$ cat src/rtl/input_mem_loader.sv
// Packs 32-bit upstream words into 128-bit memory lines and writes each line
// with a single-cycle registered write strobe; short final lines are masked.
module input_mem_loader #(
    parameter int NUM_WORD = 32,
    parameter int ADDR_W   = 5
) (
    input  logic              CLK,
    input  logic              RSTB,
    input  logic              START,
    input  logic              IN_VALID,
    input  logic [31:0]       IN_DATA,
    input  logic              IN_LAST,
    output logic              IN_READY,
    output logic              CEB,
    output logic              WEB,
    output logic [ADDR_W-1:0] A,
    output logic [127:0]      D,
    output logic [127:0]      BWEB,
    output logic              DONE,
    output logic [ADDR_W:0]   LINES
);

    typedef enum logic [1:0] {S_IDLE, S_FILL, S_WRITE, S_DONE} state_t;

    state_t            state_q, state_d;
    logic [1:0]        lane_q, lane_d;
    logic [3:0]        fill_q, fill_d;
    logic [127:0]      line_q, line_d;
    logic              last_q, last_d;
    logic [ADDR_W-1:0] addr_q, addr_d;

    logic              ready_d, ceb_d, web_d, done_d;
    logic [ADDR_W-1:0] a_d;
    logic [127:0]      d_d, bweb_d, merged;
    logic [3:0]        fill_new;
    logic [ADDR_W:0]   lines_d;

    // Every output is a flop, so the write strobe for a line is computed on the
    // edge that accepts its final word and is visible during the WRITE cycle.
    always_comb begin
        state_d = state_q;
        lane_d  = lane_q;
        fill_d  = fill_q;
        line_d  = line_q;
        last_d  = last_q;
        addr_d  = addr_q;
        ready_d = 1'b0;
        ceb_d   = 1'b1;
        web_d   = 1'b1;
        a_d     = A;
        d_d     = D;
        bweb_d  = '1;
        done_d  = DONE;
        lines_d = LINES;

        merged                    = line_q;
        merged[32*lane_q +: 32]   = IN_DATA;
        fill_new                  = fill_q | (4'b0001 << lane_q);

        case (state_q)
            S_IDLE, S_DONE: begin
                if (START) begin
                    state_d = S_FILL;
                    lane_d  = '0;
                    fill_d  = '0;
                    line_d  = '0;
                    last_d  = 1'b0;
                    addr_d  = '0;
                    lines_d = '0;
                    done_d  = 1'b0;
                    ready_d = 1'b1;
                end
            end
            S_FILL: begin
                ready_d = 1'b1;
                if (IN_VALID && IN_READY) begin
                    line_d = merged;
                    fill_d = fill_new;
                    lane_d = lane_q + 2'd1;
                    last_d = IN_LAST;
                    if (lane_q == 2'd3 || IN_LAST) begin
                        state_d = S_WRITE;
                        ready_d = 1'b0;
                        ceb_d   = 1'b0;
                        web_d   = 1'b0;
                        a_d     = addr_q;
                        d_d     = merged;
                        for (int unsigned k = 0; k < 4; k++)
                            bweb_d[32*k +: 32] = {32{~fill_new[k]}};
                    end
                end
            end
            S_WRITE: begin
                lines_d = LINES + 1'b1;
                lane_d  = '0;
                fill_d  = '0;
                line_d  = '0;
                addr_d  = addr_q + 1'b1;
                if (last_q || addr_q == ADDR_W'(NUM_WORD - 1)) begin
                    state_d = S_DONE;
                    done_d  = 1'b1;
                end else begin
                    state_d = S_FILL;
                    ready_d = 1'b1;
                end
            end
            default: state_d = S_IDLE;
        endcase
    end

    always_ff @(posedge CLK or negedge RSTB) begin
        if (!RSTB) begin
            state_q  <= S_IDLE;
            lane_q   <= '0;
            fill_q   <= '0;
            line_q   <= '0;
            last_q   <= 1'b0;
            addr_q   <= '0;
            IN_READY <= 1'b0;
            CEB      <= 1'b1;
            WEB      <= 1'b1;
            A        <= '0;
            D        <= '0;
            BWEB     <= '1;
            DONE     <= 1'b0;
            LINES    <= '0;
        end else begin
            state_q  <= state_d;
            lane_q   <= lane_d;
            fill_q   <= fill_d;
            line_q   <= line_d;
            last_q   <= last_d;
            addr_q   <= addr_d;
            IN_READY <= ready_d;
            CEB      <= ceb_d;
            WEB      <= web_d;
            A        <= a_d;
            D        <= d_d;
            BWEB     <= bweb_d;
            DONE     <= done_d;
            LINES    <= lines_d;
        end
    end

endmodule

$ cat config.mk
export PLATFORM = sky130hd
export DESIGN_NAME = input_mem_loader
export DESIGN_NICKNAME = d
export VERILOG_FILES = /design/src/rtl/input_mem_loader.sv
export SDC_FILE = /design/constraint.sdc
export NUM_CORES = 1
export LEC_CHECK = 0
export CORE_ASPECT_RATIO = 1.5
export CORE_MARGIN = 5
export CORE_UTILIZATION = 50
export CTS_CLUSTER_SIZE = 30
export DETAILED_ROUTE_END_ITERATION = 7
export GPL_TIMING_DRIVEN = 1
export PLACE_DENSITY = 0.78
export SETUP_SLACK_MARGIN = 0.1
export SLEW_MARGIN = 10
export SYNTH_ARGS = -nofsm -noshare
export SYNTH_HDL_FRONTEND = slang
export SYNTH_SLANG_ARGS = --single-unit
$ cat constraint.sdc
create_clock -name CLK -period 6.4 [get_ports CLK]
set_input_delay 0.64 -clock CLK [delete_from_list [all_inputs] [get_ports CLK]]
set_output_delay 0.64 -clock CLK [all_outputs]
set_load 0.02 [all_outputs]
==> results.json <==
{
  "dieHeight_um": 206,
  "async_reset_ff_share_pct": 100,
  "tns_ns": 0,
  "starting_density_pct": 50.7,
  "placedCellCount": 1589,
  "final_area_mm2": 0.0159,
  "antenna_cells": 0,
  "die_width_um": 140,
  "grt_first_pass_wirelength_um": 54300,
  "drt-wirelength-per-cell_um": 21.1,
  "timing.slew.headroom_pct": 15.9,
  "final_min_period_over_clock_period_pct": 52.7,
  "fin_nets": 1338,
  "instances_no_fill": 1635,
  "grt_setup_unrepaired": "no",
  "critPathTopFamily": "simple AND/OR/NAND/NOR gates",
  "hold_viol": 0,
  "num_vias": 9649,
  "synth_seq_area_share_pct": 56.5,
  "critPathArrivalTime_ns": 3.83,
  "drc_errors": 0,
  "finalWeightedCongestion": 0.806,
  "place_area_mm2": 0.0150,
  "num_cts_buffers": 26,
  "antenna_found_initial": 1,
  "drt_pre_antenna_iters": 5,
  "fin_hold_ws_ns": 0.180,
  "power_density_mw_per_mm2": 476,
  "syn_nets": 1234,
  "numPortBuffers": 307,
  "max-vdd-ir-drop_mv": 0.308,
  "worst_setup_path_start_kind": "register",
  "cts_buffer_depth": 3,
  "post_cts.resized_instances": 0,
  "cap_violations": 0,
  "fin_skew_ns": 0.00988,
  "cp_slowest_stage_delay_ns": 0.92,
  "synth.cell_area_mm2": 0.0128,
  "synth.avg_cell_area_um2": 10.8,
  "layout-drive-gt1-share_pct": 5.89,
  "minimum_period_implied_by_the_final_worst_setup_slack_ns": 3.37,
  "finalSetupViolations": 0,
  "vias_per_cell": 5.90,
  "clk_latency_ns": 0.52,
  "cp_num_buf_inv": 1,
  "synth_area_leader_cell": "dfrtp_1",
  "critPathCaptureType": "register",
  "timing.critical_path.required_ns": 6.86,
  "design.die.area_mm2": 0.0289,
  "dr.first_iter.drc_count": 713,
  "place_hpwl_um": 22600,
  "power_leakage_nw": 7.13,
  "worstSetupPathType": "register to register",
  "min-delay-path-class": "primary input to async pin",
  "f_max_ghz": 0.297,
  "synth_edf_count": 0,
  "critPathSlowestCell": "nor2b_1",
  "clock-root-buffer": "clkbuf_16",
  "seqCellArea_mm2": 0.00721,
  "row_cnt": 71,
  "synth.top_cells.by_count": "dfrtp_1, nor2_1, a221oi_1",
  "timing_max_transition_violations_final": 0,
  "synth_top_flop_cell": "dfrtp_1",
  "synth.ff_latch_count": 288,
  "multiInputGateArea_mm2": 0.00411,
  "htree_num_levels": 1,
  "synthesis.instances": 1185,
  "wl_um": 34600,
  "first_global_vias": 9576,
  "pin_count": 308,
  "netlist_top_cells_area": "dfrtp_1, a221oi_1, a22o_1, nor2_1, buf_4",
  "top_cell_type_s_share_of_synthesized_area_pct": 55.5,
  "tritoncts": "yes",
  "cp_cell_sequence": "inv_1, ha_1, nor4bb_4, nor2b_1, and2b_1, a22o_1",
  "fillerInstances": 1991,
  "timing_worst_slew_pin_value_ns": 1.26,
  "cts.hold.buffers_added": 0,
  "core_mm2": 0.0251,
  "clock_sink_count": 288,
  "number_of_distinct_library_cells_after_synthesis": 43,
  "grt_util_all_layers_pct": 23.3,
  "worst-path-max-fanout": 13,
  "antenna_violating_nets_post_route": 0,
  "global_route.overflow_total": 0,
  "status": "complete, no violations",
  "synthToLayoutAreaGrowth_pct": 24.5,
  "clk_pin_slew_ns": 0.07,
  "post-synth-top-count-cell": "dfrtp_1",
  "largest_net_degree_at_the_start_of_global_routing": 165,
  "yosysWarningCount": 0,
  "setup_repair_bufs_after_cts": 0
}
-- per-stage QoR --
step	worst slack, ns	utilization (%)	power, W
final	3.03	63.2	0.00756
after global routing	2.86	63.2	0.00796
after CTS	3.07	63.2	0.00762
after detailed placement	3.00	59.5	0.00592
after global placement	3.13	59.5	0.00586
after floorplan	4.13	-	0.00448
-- worst paths after layout --
kind                            from          end  slack [ns]  cells after the start
setup / recovery           lane_q[0]  line_q[117]        3.03                      6
hold / removal                  RSTB        D[99]        0.18                      1
setup reg to reg           lane_q[0]  line_q[117]        3.03                      6
hold reg to reg            fill_q[0]     BWEB[31]        0.46                      1
max in group asynchronous       RSTB  line_q[111]        4.74                      2
min in group CLK           fill_q[0]     BWEB[31]        0.46                      1
-- flip-flops by register name, summed over array words and instances, names as in the netlist --
register / cells
D: 128
LINES: 6
fill_q: 4
IN_READY: 1
WEB: 1
state_q: 2
DONE: 1
line_q: 128
BWEB: 4
lane_q: 2
A: 5
addr_q: 5
last_q: 1
-- kinds of logic after synthesis --
kind of cell | share of synthesized area, %
mux | 0.324
buf+inv | 11.7
fa+ha+maj | 1.18
compound gates | 19.1
simple gates | 10.5
xor+xnor | 0.549
flops | 56.5
-- per-layer routing --
| metal | wire length, µm | vias to the layer above | share of wire, % | track usage [%] |
|---|---|---|---|---|
| li1 | - | 4281 | - | - |
| met1 | 13500 | 4877 | 39 | 30.2 |
| met2 | 17600 | 429 | 51 | 39.8 |
| met3 | 2380 | 60 | 6.9 | 3.79 |
| met4 | 1040 | 2 | 3.0 | 8.00 |
| met5 | 11 | - | 0.032 | 0 |
-- worst reg2reg max path, delay by kind of cell (launching register included) --
family	cells	cell delay, ns
AOI/OAI and AO/OA	1	0.21
adders and majority gates	1	0.48
buffers and inverters	1	0.18
DFF	1	0.61
and+or+nand+nor	3	1.83
-- power breakdown --
group	internal (W)	switching [W]	total (W)
sequential	0.00235	0.000358	0.00271
clock	0.00101	0.000672	0.00168
combinational	0.00130	0.00187	0.00317
-- cell type report --
type / instances / share of cell area, %
clock buffer: 35 / 4.63
clock inverter: 11 / 1.13
inverter: 12 / 0.299
multi-input combinational: 642 / 25.9
sequential: 288 / 45.4
tap: 328 / 2.58
timing repair buffer: 319 / 20.0
-- layout by cell type (no fill, tap or decap), types with 3 or more instances in the layout --
cell,Yosys,routed
xor2_1,6,6
nor2b_1,5,3
nor2_1,279,278
clkbuf_1,55,5
nand3_1,3,3
inv_1,10,10
and3_1,7,7
bufinv_16,0,5
nand2_1,20,20
ha_1,12,12
a22o_1,128,128
dfstp_2,5,5
o21ai_0,10,10
clkbuf_16,0,27
mux2i_1,3,3
buf_4,128,11
a221oi_1,130,130
dfrtp_1,283,283
nand4_1,3,3
clkdlybuf4s50_1,0,306
a21oi_1,6,6
clkinv_2,0,6
clkbuf_8,0,3
No activity file was read; power rests on OpenSTA's default activity.
